`config.mk`:
```
export PLATFORM = sky130hd
export DESIGN_NAME = vga_timing_gen_flat
export DESIGN_NICKNAME = d
export VERILOG_FILES = /design/src/rtl/vga_pkg.sv /design/src/rtl/vga_if.sv /design/src/rtl/vga_counter.sv /design/src/rtl/vga_timing_gen.sv /design/src/flat_wrapper.sv
export SDC_FILE = /design/constraint.sdc
export NUM_CORES = 1
export LEC_CHECK = 0
export BUFFER_PORTS_ARGS = -buffer_cell sky130_fd_sc_hd__buf_2
export CELL_PAD_IN_SITES_DETAIL_PLACEMENT = 0
export CELL_PAD_IN_SITES_GLOBAL_PLACEMENT = 2
export CORE_ASPECT_RATIO = 1.4
export CORE_MARGIN = 1
export CORE_UTILIZATION = 36
export CTS_CLUSTER_SIZE = 16
export DETAILED_ROUTE_END_ITERATION = 8
export PLACE_DENSITY_LB_ADDON = 0.1
export SLEW_MARGIN = 25
export SYNTH_ARGS = -nofsm -noshare
export SYNTH_HDL_FRONTEND = slang
export SYNTH_SLANG_ARGS = --single-unit
```
`constraint.sdc`:
```
create_clock -name clk -period 5.2 [get_ports clk]
set_input_delay 0.78 -clock clk [delete_from_list [all_inputs] [get_ports clk]]
set_output_delay 0.78 -clock clk [all_outputs]
set_load 0.02 [all_outputs]
```
`src/rtl/vga_pkg.sv`:
```
// Shared VGA timing package: 800x600@60 (40 MHz pixel clock) constants and decode helper.
package vga_pkg;

    localparam int unsigned VGA_CNT_W          = 11;
    localparam int unsigned VGA_FRAME_W        = 16;

    localparam int unsigned VGA_HOR_TOTAL      = 1056;
    localparam int unsigned VGA_HOR_VISIBLE    = 800;
    localparam int unsigned VGA_HOR_SYNC_START = 840;
    localparam int unsigned VGA_HOR_SYNC_END   = 968;

    localparam int unsigned VGA_VER_TOTAL      = 628;
    localparam int unsigned VGA_VER_VISIBLE    = 600;
    localparam int unsigned VGA_VER_SYNC_START = 601;
    localparam int unsigned VGA_VER_SYNC_END   = 605;

    // Half-open window test: lo <= v < hi
    function automatic logic in_range(
        input logic [VGA_CNT_W-1:0] v,
        input logic [VGA_CNT_W-1:0] lo,
        input logic [VGA_CNT_W-1:0] hi
    );
        return (v >= lo) && (v < hi);
    endfunction

endpackage

```
`src/rtl/vga_if.sv`:
```
// VGA timing bus shared by the draw pipeline; 38 bits in the order
// hcount[10:0], vcount[10:0], hsync, hblnk, vsync, vblnk, rgb[11:0].
interface vga_if;

    logic [10:0] hcount;
    logic [10:0] vcount;
    logic        hsync;
    logic        hblnk;
    logic        vsync;
    logic        vblnk;
    logic [11:0] rgb;

    modport out (output hcount, vcount, hsync, hblnk, vsync, vblnk, rgb);
    modport in  (input  hcount, vcount, hsync, hblnk, vsync, vblnk, rgb);

endinterface

```
`src/rtl/vga_counter.sv`:
```
// Wrap counter with enable: counts 0..TERMINAL, exposes its next value and a
// one-cycle wrap strobe asserted in the enabled cycle that returns it to 0.
module vga_counter #(
    parameter int unsigned WIDTH    = 11,
    parameter int unsigned TERMINAL = 1055
) (
    input  logic             clk,
    input  logic             rst,
    input  logic             en,
    output logic [WIDTH-1:0] count,
    output logic [WIDTH-1:0] count_next,
    output logic             wrap
);

    localparam logic [WIDTH-1:0] TERM = WIDTH'(TERMINAL);

    // Next-value and wrap decode; holds when disabled
    always_comb begin
        wrap       = en && (count == TERM);
        count_next = count;
        if (wrap) begin
            count_next = '0;
        end else if (en) begin
            count_next = count + WIDTH'(1);
        end
    end

    // Counter state
    always_ff @(posedge clk or posedge rst) begin
        if (rst) begin
            count <= '0;
        end else begin
            count <= count_next;
        end
    end

endmodule

```
`src/rtl/vga_timing_gen.sv`:
```
// VGA timing generator: horizontal/vertical counters with registered sync and
// blanking decoded from next-state counts, plus frame start pulse and counter.
module vga_timing_gen
    import vga_pkg::*;
#(
    parameter int unsigned HOR_TOTAL      = VGA_HOR_TOTAL,
    parameter int unsigned HOR_VISIBLE    = VGA_HOR_VISIBLE,
    parameter int unsigned HOR_SYNC_START = VGA_HOR_SYNC_START,
    parameter int unsigned HOR_SYNC_END   = VGA_HOR_SYNC_END,
    parameter int unsigned VER_TOTAL      = VGA_VER_TOTAL,
    parameter int unsigned VER_VISIBLE    = VGA_VER_VISIBLE,
    parameter int unsigned VER_SYNC_START = VGA_VER_SYNC_START,
    parameter int unsigned VER_SYNC_END   = VGA_VER_SYNC_END
) (
    input  logic                   clk,
    input  logic                   rst,
    input  logic                   en,
    vga_if.out                     out,
    output logic                   frame_start,
    output logic [VGA_FRAME_W-1:0] frame_cnt
);

    localparam logic [VGA_CNT_W-1:0] H_VIS = VGA_CNT_W'(HOR_VISIBLE);
    localparam logic [VGA_CNT_W-1:0] H_SS  = VGA_CNT_W'(HOR_SYNC_START);
    localparam logic [VGA_CNT_W-1:0] H_SE  = VGA_CNT_W'(HOR_SYNC_END);
    localparam logic [VGA_CNT_W-1:0] V_VIS = VGA_CNT_W'(VER_VISIBLE);
    localparam logic [VGA_CNT_W-1:0] V_SS  = VGA_CNT_W'(VER_SYNC_START);
    localparam logic [VGA_CNT_W-1:0] V_SE  = VGA_CNT_W'(VER_SYNC_END);

    logic [VGA_CNT_W-1:0]   h_count;
    logic [VGA_CNT_W-1:0]   h_next;
    logic                   h_wrap;
    logic [VGA_CNT_W-1:0]   v_count;
    logic [VGA_CNT_W-1:0]   v_next;
    logic                   v_wrap;
    logic                   hsync_q;
    logic                   hblnk_q;
    logic                   vsync_q;
    logic                   vblnk_q;
    logic [VGA_FRAME_W-1:0] frame_count;

    vga_counter #(
        .WIDTH    (VGA_CNT_W),
        .TERMINAL (HOR_TOTAL - 1)
    ) u_hcnt (
        .clk        (clk),
        .rst        (rst),
        .en         (en),
        .count      (h_count),
        .count_next (h_next),
        .wrap       (h_wrap)
    );

    // h_wrap already includes en, so the vertical count steps once per line
    vga_counter #(
        .WIDTH    (VGA_CNT_W),
        .TERMINAL (VER_TOTAL - 1)
    ) u_vcnt (
        .clk        (clk),
        .rst        (rst),
        .en         (h_wrap),
        .count      (v_count),
        .count_next (v_next),
        .wrap       (v_wrap)
    );

    // Sync/blank decoded from next counts so they line up with the registered counts;
    // v_wrap implies h_wrap, so it marks the return to pixel (0,0)
    always_ff @(posedge clk or posedge rst) begin
        if (rst) begin
            hsync_q     <= 1'b0;
            hblnk_q     <= 1'b0;
            vsync_q     <= 1'b0;
            vblnk_q     <= 1'b0;
            frame_start <= 1'b0;
            frame_count <= '0;
        end else if (en) begin
            hsync_q     <= in_range(h_next, H_SS, H_SE);
            hblnk_q     <= (h_next >= H_VIS);
            vsync_q     <= in_range(v_next, V_SS, V_SE);
            vblnk_q     <= (v_next >= V_VIS);
            frame_start <= v_wrap;
            if (v_wrap) begin
                frame_count <= frame_count + VGA_FRAME_W'(1);
            end
        end else begin
            frame_start <= 1'b0;
        end
    end

    assign out.hcount = h_count;
    assign out.vcount = v_count;
    assign out.hsync  = hsync_q;
    assign out.hblnk  = hblnk_q;
    assign out.vsync  = vsync_q;
    assign out.vblnk  = vblnk_q;
    assign out.rgb    = '0;
    assign frame_cnt  = frame_count;

endmodule

```
`src/flat_wrapper.sv`:
```
// flat-port wrapper written by rule: the top's interface ports become plain ports
module vga_timing_gen_flat import vga_pkg::*;
#(
    parameter int unsigned HOR_TOTAL      = VGA_HOR_TOTAL,
    parameter int unsigned HOR_VISIBLE    = VGA_HOR_VISIBLE,
    parameter int unsigned HOR_SYNC_START = VGA_HOR_SYNC_START,
    parameter int unsigned HOR_SYNC_END   = VGA_HOR_SYNC_END,
    parameter int unsigned VER_TOTAL      = VGA_VER_TOTAL,
    parameter int unsigned VER_VISIBLE    = VGA_VER_VISIBLE,
    parameter int unsigned VER_SYNC_START = VGA_VER_SYNC_START,
    parameter int unsigned VER_SYNC_END   = VGA_VER_SYNC_END
)
  (clk, rst, en, frame_start, frame_cnt, out_hcount, out_vcount, out_hsync, out_hblnk, out_vsync, out_vblnk, out_rgb);
  vga_if out_i ();
  input  logic clk;
  input  logic rst;
  input  logic en;
  output logic frame_start;
  output logic [VGA_FRAME_W-1:0] frame_cnt;
  output wire logic [$bits(out_i.hcount)-1:0] out_hcount;
  output wire logic [$bits(out_i.vcount)-1:0] out_vcount;
  output wire logic [$bits(out_i.hsync)-1:0] out_hsync;
  output wire logic [$bits(out_i.hblnk)-1:0] out_hblnk;
  output wire logic [$bits(out_i.vsync)-1:0] out_vsync;
  output wire logic [$bits(out_i.vblnk)-1:0] out_vblnk;
  output wire logic [$bits(out_i.rgb)-1:0] out_rgb;
  assign out_hcount = out_i.hcount;
  assign out_vcount = out_i.vcount;
  assign out_hsync = out_i.hsync;
  assign out_hblnk = out_i.hblnk;
  assign out_vsync = out_i.vsync;
  assign out_vblnk = out_i.vblnk;
  assign out_rgb = out_i.rgb;
  vga_timing_gen #(.HOR_TOTAL(HOR_TOTAL), .HOR_VISIBLE(HOR_VISIBLE), .HOR_SYNC_START(HOR_SYNC_START), .HOR_SYNC_END(HOR_SYNC_END), .VER_TOTAL(VER_TOTAL), .VER_VISIBLE(VER_VISIBLE), .VER_SYNC_START(VER_SYNC_START), .VER_SYNC_END(VER_SYNC_END)) u_core (.clk(clk), .rst(rst), .en(en), .out(out_i), .frame_start(frame_start), .frame_cnt(frame_cnt));
endmodule
```
== Word level (Yosys, flattened, before mapping) ==
Cells that the tools add are included.
Word-level totals
  logic and storage cells: 29
  register bits: 43
  output and inout port bits: 55
Operators by class
  $add $sub $neg: 3
  order comparisons: 6
  mux-type cells: 5
  reductions and logical operators: 5
  equal/unequal tests: 2
Operators by type and width (count)
  >= comparator 11 x 10 -> 1 bit, second input constant: 4
  two-way mux 11 bit: 4
  adder 11 x 1 -> 11 bit, second input constant: 2
  less-than comparator 11 x 10 -> 1 bit, second input constant: 2
  adder 16 x 1 -> 16 bit, second input constant: 1
  == test 11 x 10 -> 1 bit, second input constant: 1
  == test 11 bit, second input constant: 1
  logical AND 1 bit: 4
  AND reduction 2 bit: 1
  two-way mux 1 bit: 1

== Depth between registers and ports, before layout ==
Gate-level depths: netlist (run 1).
  word-level depth: 6
  mapped depth: 9
  depth with buffers taken out: 8

== Hierarchy ==
From an unflattened synthesis (run 1), not the netlist that was laid out.
Unflattened totals
  cell total of the unflattened synthesis: 213
  area total of the unflattened synthesis: 2257.2 µm²
Modules (own cells, without submodules)
  vga_timing_gen: instances 1, cells each 102, area an instance 1102.3 µm²
  vga_counter (u_core.u_vcnt): instances 1, cells each 60, area an instance 611.8 µm²
  vga_counter (u_core.u_hcnt): instances 1, cells each 51, area an instance 543.0 µm²

== Worst setup path before layout (run 1) ==
OpenSTA, ideal clock, no wires.
  path type: register to register
  from: reg u_core.u_vcnt.count[0]
  to: reg u_core.vsync_q (netlist: u_core.out.vsync)
  setup time: 0.092 ns
  stages on the path, launching flop included: 10
  data required time: 5.108 ns
  arrival: 2.242 ns
  path slack: 2.866 ns
  period minus slack after synthesis: 2.334 ns
  path buffers: 1
  cell sequence: dfrtp_1 > ha_1 > clkbuf_1 > inv_1 > nor3b_1 > nand4_1 > xor2_1 > nand4_1 > nand2b_1 > o31ai_2
Between the ends
  cells in the longest elaborated chain, start to end: 5
  elaborated cells on any way between the ends: 8
Ends and longest elaborated chain
  start: declaration: RTL line vga_counter.sv:10  | output logic [WIDTH-1:0] count,
  start signal: assignment: RTL line vga_counter.sv:33  | count <= count_next;
  adder 11 x 1 -> 11 bit or == test 11 x 10 -> 1 bit (tied branches): RTL line vga_counter.sv:24, vga_counter.sv:19
  two-way mux 11 bit or logical AND 1 bit (tied branches): RTL line vga_counter.sv:23, vga_counter.sv:19
  two-way mux 11 bit *: RTL line vga_counter.sv:21  | if (wrap) begin
  >= comparator 11 x 10 -> 1 bit or less-than comparator 11 x 10 -> 1 bit (tied branches): RTL line vga_pkg.sv:23  | return (v >= lo) && (v < hi);
  logical AND 1 bit *: RTL line vga_pkg.sv:23
  end signal: assignment: RTL line vga_timing_gen.sv:80  | vsync_q <= in_range(v_next, V_SS, V_SE);
  end: declaration: RTL line vga_timing_gen.sv:38  | logic vsync_q;
Every way passes the cells marked *; elsewhere a longest branch is shown, timed or not.
A chain may end at the register's enable or synchronous reset.

== Worst setup path in the final report (run 1) ==
Same ends and word-level chain as after synthesis.

==> results.cfg, run 1 <==
[global_routing]
overflow = 0
grt.total_usage = 0.1651
grt_pass1_wl_microns = 9177
grt_max_degree = 44
antenna_found_initial = 0
first_global_vias = 1848

[timing]
maxSlewHeadroom = 0.5998
setup_viol = 0
skew_ns = 0.008719
layout_setup_ws_ns = 2.666
hold_viol_final = 0
worst-slew-pin-transition_ns = 0.5970
max_clock_freq_mhz = 394.6
min_period_ns = 2.534
rsz0062_at_grt = no
fin_crit_sh = 0.4874
setup_tns_ns = 0
maxSlewViolCount = 0

[logic_synthesis]
synth_top_family_by_area = simple AND/OR/NAND/NOR gates
synth.avg_cell_area_sq_um = 10.11
syn-cell-area_sq_um = 2506
synth_largest_area_cell = dfrtp_1
synth_edf_count = 0
ys_ff_latch = 43
synth_top_cell_area_share = 0.4294
synth.area.top_cells = dfrtp_1 43%, xnor2_1 7.3%, xor2_1 4.9%, buf_4 4.5%, nand2_1 4.5%
synthMuxAreaShare = 0.01298
synth_compound_area_frac = 0.07539
syn_inst = 248
synth_ff_type = dfrtp_1
synthAdderAreaFrac = 0.01498
synth_xor_area_frac = 0.1223
yosysSeqAreaShare = 0.4294
yosys.area_share.simple = 0.2701
synth_warnings = 0
synthArstFlopShare = 1.000
yosysUniqueCellTypes = 53

[die]
chipWidth_microns = 72.52
initial_core_util = 0.3765
rows = 35
ios = 58
core_sq_um = 6656
die-height_microns = 100.7
die_area_sq_um = 7304

[finish]
fillerInstances = 710
final_net_count = 297
syn2layout_area_growth_pct = 13.73
drive_above_1_share = 0.2568
antenna-diode-count = 0

[setup_path]
critical_path_class = reg2reg
critical_path.cell_chain = ha_1 > inv_1 > nor3b_1 > nand4_1 > xor2_1 > nand4_1 > nand2b_1 > o31ai_2
r2r_slack_ns = 2.67
end_kind = flop
cp.required_ns = 5.41
path_common_cell = nand4_1
slowest_delay_ns = 0.49
rr_startpoint = u_core.u_vcnt.count[0]$_DFF_PP0_
start_kind = flop
cp_max_fo = 10
timing.rr.end = u_core.out.vsync$_DFFE_PP0P_
critical_path.slowest_cell = ha_1
crit_arrival_ns = 2.74
r2r_cells = 8

[power]
powerDensity_nw_per_um2 = 296.8
p_leak_nw = 1.425
ir_worst_vdd_v = 0.0002290

[cts]
clk_path_buf_depth = 2
cts_made_buffers = 5
cts_resized = 0
cts_root_buf = clkbuf_8
cts_tree = built
clk_pin_slew_worst_paths_ns = 0.09
hold_buffers = 0
cts_setup_buffers = 0
clkLatencyLatePin_ns = 0.30
cts-htree-levels = 2
cts_sinks = 43

[placement]
port_buffers = 45
globalplace.congestion = 0.7455
hpwl_microns = 4106
post-place-ws_ns = 2.433

[worst_hold_path]
min_path_type = reg2reg
hold_depth = 1
min_from = u_core.frame_cnt[15]$_DFFE_PP0P_
min_to = u_core.frame_cnt[15]$_DFFE_PP0P_

[drt]
post_drt_wl_per_cell_microns = 14.65
viasPerCell = 4.964
ant_nets = 0
met3_length_microns = 178
drc_errors = 0
drt_iter0_drc = 64
vias = 1906
drt_wl_total_microns = 5624
wirelength_met1_microns = 2499
drt_first_pass_iters = 4
highest_layer = met4
met2_length_microns = 2848

[run_status]
status = finished, final reports clean

[job]
drv_cap = 0
-- area by class of cell --
type | instances | area (sq um) | share of cell area
Clock inverter | 3 | 43.79 | 0.01536
Tap cell | 92 | 115.1 | 0.04039
Sequential cell | 43 | 1076 | 0.3775
Timing Repair Buffer | 46 | 232.7 | 0.08165
Inverter | 7 | 26.28 | 0.009219
Multi-Input combinational cell | 188 | 1287 | 0.4517
Clock buffer | 5 | 68.82 | 0.02414
-- report_power, final --
part	switching, mW	internal, mW
logic	0.112	0.0715
registers	0.0384	0.359
clock network	0.122	0.143
-- metal layers --
layer	global-route usage	vias to the layer above
met5	0	-
met4	0.06486	0
met3	0.02700	7
met2	0.2825	41
met1	0.2055	924
li1	-	934
-- worst max-delay path: cells and delay by family (launching register included) --
kind,cells,cell delay [ns]
simple gates,4,0.80
flops,1,0.46
fa+ha+maj,1,0.49
buf+inv,1,0.23
xor+xnor,1,0.28
compound gates,1,0.17
-- synthesized netlist by cell type (2+ instances only) --
cell / count
and2_1: 2
nor3_1: 3
nor4_1: 2
nand3_1: 13
dfrtp_1: 43
nand2b_1: 2
xor2_1: 14
inv_1: 7
buf_4: 15
nor3_2: 5
nor3b_1: 2
mux2_2: 2
and3_1: 8
buf_6: 3
a31oi_1: 3
o22ai_1: 2
a211o_1: 2
nor2_1: 13
nand2_1: 30
nand4_2: 2
clkbuf_1: 3
o21ai_0: 6
a21oi_1: 4
xnor2_1: 21
ha_1: 3
and4_1: 2
nand4_1: 10
-- how the worst max path moves through the flow --
stage | startpoint | to | slack [ns] | cells after the start
after floorplan | u_core.u_vcnt.count[0]$_DFF_PP0_ | u_core.out.vsync$_DFFE_PP0P_ | 2.87 | 9
after global placement | en | u_core.out.vsync$_DFFE_PP0P_ | 2.52 | 8
after detailed placement | en | u_core.out.vsync$_DFFE_PP0P_ | 2.43 | 8
after CTS | u_core.u_hcnt.count[0]$_DFF_PP0_ | u_core.out.vsync$_DFFE_PP0P_ | 2.61 | 8
after global routing | u_core.u_hcnt.count[0]$_DFF_PP0_ | u_core.out.vsync$_DFFE_PP0P_ | 2.40 | 8
final | u_core.u_vcnt.count[0]$_DFF_PP0_ | u_core.out.vsync$_DFFE_PP0P_ | 2.67 | 8
-- stage by stage --
stage / hold slack (ns) / utilization / power, mW / area [sq um] / std cells
after floorplan: 0.5778 / - / 0.5434 / 2547 / 259
after global placement: 0.4555 / 0.4113 / 0.5914 / 2738 / 376
after global routing: 0.5038 / 0.4282 / 0.8926 / 2850 / 384
final: 0.4761 / 0.4282 / 0.8459 / 2850 / 384
after detailed placement: 0.4695 / 0.4113 / 0.5902 / 2738 / 376
after CTS: 0.4833 / 0.4282 / 0.8591 / 2850 / 384
-- flip-flops by register name, indices dropped and copies added (netlist names) --
name and cells:
u_core.frame_cnt 16, u_core.frame_start 1, u_core.out.hblnk 1, u_core.out.hsync 1, u_core.out.vblnk 1, u_core.out.vsync 1, u_core.u_hcnt.count 11, u_core.u_vcnt.count 11
-- cells in the final DEF, fill, tap and decap left out, drive strengths merged, types with 2 or more instances in the layout --
master	Yosys	final
buf	18	46
dfrtp	43	43
nand2	31	31
xnor2	21	21
xor2	14	14
nor2	14	14
nand3	13	13
nand4	13	13
conb	1	12
and3	8	8
nor3	8	8
inv	7	6
o21ai	6	6
clkbuf	3	5
a21oi	4	4
nor4	4	4
a31oi	3	3
ha	3	3
and2	3	3
nor4b	3	3
clkinv	0	3
and4	2	2
nor3b	2	2
a211o	2	2
mux2	2	2
o22ai	2	2
nand2b	2	2
o31ai	2	2
-- kinds of logic (layout without fill, tap and decap cells) --
logic type               count (synthesis)  in the layout
other                                    1             12
flip-flops                              43             43
adder cells (fa/ha/maj)                  3              3
multiplexers                             3              3
AO/OA/AOI/OAI                           27             27
AND/OR/NAND/NOR                        108            108
XOR/XNOR                                35             35
buffers and inverters                   28             61
(Power assumes the default switching activity.)
==> inputs of run 2 (changes only) <==
--- a/config.mk
+++ b/config.mk
@@ -10,7 +10,7 @@
 export CELL_PAD_IN_SITES_GLOBAL_PLACEMENT = 2
 export CORE_ASPECT_RATIO = 1.4
 export CORE_MARGIN = 1
-export CORE_UTILIZATION = 36
+export CORE_UTILIZATION = 33
 export CTS_CLUSTER_SIZE = 16
 export DETAILED_ROUTE_END_ITERATION = 8
 export PLACE_DENSITY_LB_ADDON = 0.1
==> constraint.sdc (replaced) <==
create_clock -name clk -period 2.6 [get_ports clk]
set_input_delay 0.39 -clock clk [delete_from_list [all_inputs] [get_ports clk]]
set_output_delay 0.39 -clock clk [all_outputs]
set_load 0.02 [all_outputs]
==> run 2 against run 1 <==
Net effect:
- critical path depth fell by 1
- sequential cell count is the same
- largest power group unchanged
- sequential share of layout area shrank 0.81 points
==> results.cfg, run 2 (synthesis gave the netlist of run 1 again) <==
[cts]
cts-htree-levels = 2
cts_tree = built
hold_buffers = 0
cts_root_buf = clkbuf_8
cts_made_buffers = 5
clk_path_buf_depth = 2
cts_sinks = 43
clk_pin_slew_worst_paths_ns = 0.08
clkLatencyLatePin_ns = 0.30

[finish]
design_area_sq_um = 2913
drive_above_1_share = 0.2848
syn2layout_area_growth_pct = 16.23
layout.cells.most_common = buf_2
mostFrequentLayoutCells = 45 x buf_2, 43 x dfrtp_1, 30 x nand2_1, 21 x xnor2_1
antenna-diode-count = 0
final_net_count = 307
largest_register_ffs = 16

[power]
seq_power_share = 0.488
p_leak_nw = 1.460
sw_frac_of_total = 0.3416
powerDensity_nw_per_um2 = 555.9
p_int_mw = 1.066
ir_worst_vdd_v = 0.0003840
p_sw_mw = 0.5532
p_total_mw = 1.619
pwr-share-clk = 0.269
comb_power_share = 0.243

[setup_path]
cp_max_fo = 9
crit_arrival_ns = 2.69
critical_path_class = reg2reg
cp.required_ns = 2.81
r2r_slack_ns = 0.12
critical_path.slowest_cell = dfrtp_1
end_kind = flop
cp-endpoint = u_core.out.vsync$_DFFE_PP0P_
start_kind = flop
rr_startpoint = u_core.u_hcnt.count[0]$_DFF_PP0_
startpoint = u_core.u_hcnt.count[0]$_DFF_PP0_
critical_path.cell_chain = ha_1 > and4bb_2 > and3_2 > nand4_1 > xor2_2 > o311ai_0 > o31ai_2
slowest_delay_ns = 0.40
r2r_cells = 7
timing.rr.end = u_core.out.vsync$_DFFE_PP0P_

[drt]
post_drt_wl_per_cell_microns = 15.19
vias = 1940
ant_nets = 0
drt_iter0_drc = 94
viasPerCell = 4.862
drc_errors = 0
drt_first_pass_iters = 4
drt_wl_total_microns = 6059

[timing]
rsz0062_at_grt = no
skew_ns = 0.003861
fin_crit_sh = 0.9526
maxSlewHeadroom = 0.5397
setup_viol = 0
max_clock_freq_mhz = 403.7
worst-slew-pin-transition_ns = 0.6818
maxSlewViolCount = 0
hold_viol_final = 0
min_period_ns = 2.477

[global_routing]
grt_pass1_wl_microns = 10030
first_global_vias = 1984
grt.total_usage = 0.1679
antenna_found_initial = 0
overflow = 0
grt_max_degree = 25

[die]
initial_core_util = 0.3405
die-height_microns = 105.1
chipWidth_microns = 75.65
core_sq_um = 7361
ios = 58
rows = 37
die_area_sq_um = 7952

[run_status]
status = finished, final reports clean

[job]
drv_cap = 0

[placement]
hpwl_microns = 4535
placed_cell_area_sq_um = 2819
port_buffers = 45
globalplace.congestion = 0.7670

[worst_hold_path]
min_path_type = in2async
==> run 2: timing repair <==
action	CTS	global route
pin swaps	0	0
gates cloned	0	0
endpoints found under the setup margin	1	1
gates resized for setup	1	1
buffers inserted	0	0
==> run 2: area by class of cell <==
| type | count | area [sq um] |
|---|---|---|
| sequential | 43 | 1076 |
| timing repair buffer | 56 | 307.8 |
| multi-input combinational | 188 | 1296 |
| clock buffer | 6 | 72.57 |
| clock inverter | 2 | 12.51 |
| fill | 758 | 4448 |
| tap | 97 | 121.4 |
| inverter | 7 | 26.28 |
==> run 2: stage by stage <==
stage	util	setup slack, ns	std cells	setup TNS, ns	hold slack (ns)
floorplan	-	0.2665	259	0	0.5778
global placement	0.3830	-0.07581	391	-0.07581	0.4425
detailed placement	0.3830	-0.06699	391	-0.06699	0.4504
CTS	0.3955	0.01397	399	0	0.1195
global route	0.3957	0.02510	399	0	0.1376
finish	0.3957	0.1231	399	0	0.1125
==> run 2: critical path, delay by kind of cell (launching register included) <==
kind                       cells  cell delay [ns]
and+or+nand+nor                3             0.85
adders and majority gates      1             0.22
AOI/OAI and AO/OA              2             0.59
xor gates and xnor gates       1             0.32
DFF                            1             0.40
==> run 2: how the worst min path moves through the flow <==
stage / end / slack [ns] / depth (start not counted)
after floorplan: u_core.frame_cnt[15]$_DFFE_PP0P_ / 0.58 / 1
after global placement: u_core.u_vcnt.count[8]$_DFF_PP0_ / 0.44 / 3
after detailed placement: u_core.u_vcnt.count[8]$_DFF_PP0_ / 0.45 / 3
after CTS: u_core.u_vcnt.count[8]$_DFF_PP0_ / 0.12 / 3
after global routing: u_core.u_vcnt.count[8]$_DFF_PP0_ / 0.14 / 3
final: u_core.u_vcnt.count[8]$_DFF_PP0_ / 0.11 / 3
==> run 2: power by group through the flow <==
| stage | sequential, mW | combinational, mW | clock (mW) |
|---|---|---|---|
| after floorplan | 0.850 | 0.237 | 0 |
| after global routing | 0.800 | 0.425 | 0.481 |
| after global placement | 0.799 | 0.404 | 0 |
| after CTS | 0.789 | 0.400 | 0.451 |
| final | 0.791 | 0.393 | 0.436 |
| after detailed placement | 0.803 | 0.397 | 0 |
==> run 2: metal layers <==
metal / share of wire / track usage / routed length [microns] / vias up
li1: - / - / - / 948
met1: 0.44 / 0.2123 / 2679 / 934
met2: 0.50 / 0.2685 / 3000 / 44
met3: 0.029 / 0.03086 / 174 / 14
met4: 0.034 / 0.08069 / 205 / 0
met5: 0 / 0 / 0 / -
==> inputs of run 3 (changes only) <==
--- a/config.mk
+++ b/config.mk
@@ -10,7 +10,8 @@
 export CELL_PAD_IN_SITES_GLOBAL_PLACEMENT = 2
 export CORE_ASPECT_RATIO = 1.4
 export CORE_MARGIN = 1
-export CORE_UTILIZATION = 33
+export CORE_UTILIZATION = 34
+export CTS_BUF_LIST = sky130_fd_sc_hd__clkbuf_4
 export CTS_CLUSTER_SIZE = 16
 export DETAILED_ROUTE_END_ITERATION = 8
 export PLACE_DENSITY_LB_ADDON = 0.1
==> run 3 against run 2 <==
Net effect:
- critical path depth is 1 higher
- worst setup slack better by 0.11 ns
- first-iteration DRC count is 41% lower
- design area is 0.60% higher
- die area is 2.9% lower
- core utilization is 2.1 points higher
- worst hold slack better by 0.032 ns
- clock power is 24% higher
- count of clock-buffer cells in the layout stayed put
- critical path type unchanged
==> results.cfg, run 3 (synthesis gave the netlist of run 1 again) <==
[run_status]
status = finished, final reports clean

[timing]
fin_crit_sh = 0.9089
worst-slew-pin-transition_ns = 0.5483
max_clock_freq_mhz = 423.1
rsz0062_at_grt = no
skew_ns = 0.01066
setup_viol = 0
setup_tns_ns = 0
maxSlewViolCount = 0
min_period_ns = 2.363
hold_viol_final = 0
maxSlewHeadroom = 0.6344

[placement]
hpwl_microns = 4448
placed_cell_area_sq_um = 2816
port_buffers = 45
globalplace.congestion = 0.7936

[setup_path]
start_kind = flop
cp.required_ns = 2.87
critical_path_class = reg2reg
cp_max_fo = 5
critical_path.cell_chain = ha_1 > and4bb_2 > nand3_1 > nor4_1 > a211o_1 > nand4_1 > nand2b_1 > o31ai_2
crit_arrival_ns = 2.63
end_kind = flop
critical_path.slowest_cell = dfrtp_1
slowest_delay_ns = 0.42

[finish]
syn2layout_area_growth_pct = 16.92
layout.cells.most_common = buf_2
mostFrequentLayoutCells = 45 x buf_2, 43 x dfrtp_1, 30 x nand2_1, 21 x xnor2_1
drive_above_1_share = 0.2881
design_area_sq_um = 2930
antenna-diode-count = 0
largest_register_ffs = 16
final_net_count = 307

[die]
initial_core_util = 0.3567
core_sq_um = 7027
die_area_sq_um = 7723
rows = 36
chipWidth_microns = 74.56
die-height_microns = 103.6
ios = 58

[cts]
cts_setup_buffers = 0
cts-htree-levels = 2
cts_root_buf = clkbuf_4
clk_pin_slew_worst_paths_ns = 0.13
hold_buffers = 0
cts_made_buffers = 5
cts_resized = 0
cts_sinks = 43
clk_path_buf_depth = 2
cts_tree = built
clkLatencyLatePin_ns = 0.36

[drt]
ant_nets = 0
drt_iter0_drc = 55
drc_errors = 0
viasPerCell = 4.877
drt_first_pass_iters = 4
vias = 1936
drt_wl_total_microns = 5909
post_drt_wl_per_cell_microns = 14.88

[global_routing]
grt_max_degree = 44
first_global_vias = 1965
grt_pass1_wl_microns = 9818
overflow = 0
antenna_found_initial = 0
grt.total_usage = 0.1654

[power]
p_leak_nw = 1.474
ir_worst_vdd_v = 0.0004015
powerDensity_nw_per_um2 = 589.1

[worst_hold_path]
min_path_type = in2async

[job]
drv_cap = 0
==> run 3: cell types whose count changed in the layout (fill, tap and decap cells not counted), sizes merged <==
cell	before	now
clkinvlp	1	0
bufinv	0	2
clkinv	2	1
==> run 3: layout make-up <==
cell class              count  area [sq um]
multi-input cells         188          1296
flip-flops and latches     43          1076
inverters                   7         26.28
repair buffers             56         307.8
clock inverters             2         60.06
well taps                  95         118.9
clock buffers               6         45.04
fillers                   735          4096
==> run 3: through the flow <==
step / setup WS, ns / total power [mW] / hold slack (ns) / instances / utilization
6_report: 0.2367 / 1.726 / 0.1441 / 397 / 0.4170
5_1_grt: 0.01826 / 1.821 / 0.1838 / 397 / 0.4170
4_1_cts: 0.1588 / 1.749 / 0.1600 / 397 / 0.4158
3_5_place_dp: 0.1980 / 1.202 / 0.4610 / 389 / 0.4008
3_3_place_gp: 0.2056 / 1.198 / 0.4539 / 389 / 0.4008
2_1_floorplan: 0.2665 / 1.087 / 0.5778 / 259 / -
==> run 3: metal layers <==
metal | GRT usage | routed length, microns
met1 | 0.2067 | 2519
met2 | 0.2806 | 3155
met3 | 0.03113 | 159
met4 | 0.04987 | 74
met5 | 0 | 0
==> run 3: path summary, 6_finish.rpt <==
check	from	slack [ns]	end	cells past startpoint
max	u_core.u_hcnt.count[0]$_DFF_PP0_	0.24	u_core.out.vsync$_DFFE_PP0P_	8
min	rst	0.14	u_core.u_vcnt.count[7]$_DFF_PP0_	3
max reg2reg	u_core.u_hcnt.count[0]$_DFF_PP0_	0.24	u_core.out.vsync$_DFFE_PP0P_	8
min reg2reg	u_core.frame_cnt[15]$_DFFE_PP0P_	0.47	u_core.frame_cnt[15]$_DFFE_PP0P_	1
max in group asynchronous	rst	2.08	u_core.u_vcnt.count[3]$_DFF_PP0_	3
min in group clk	en	0.37	u_core.u_hcnt.count[1]$_DFF_PP0_	3
==> run 3: critical path, delay by kind of cell, from the launching register on <==
kind | cells | cell delay [ns]
fa+ha+maj | 1 | 0.24
compound gates | 2 | 0.35
flops | 1 | 0.42
simple gates | 5 | 1.28
==> run 3: power by group <==
group | internal [mW] | switching (mW) | leakage [nW]
logic | 0.161 | 0.235 | 0.840
registers | 0.718 | 0.0720 | 0.578
clock network | 0.311 | 0.229 | 0.0559
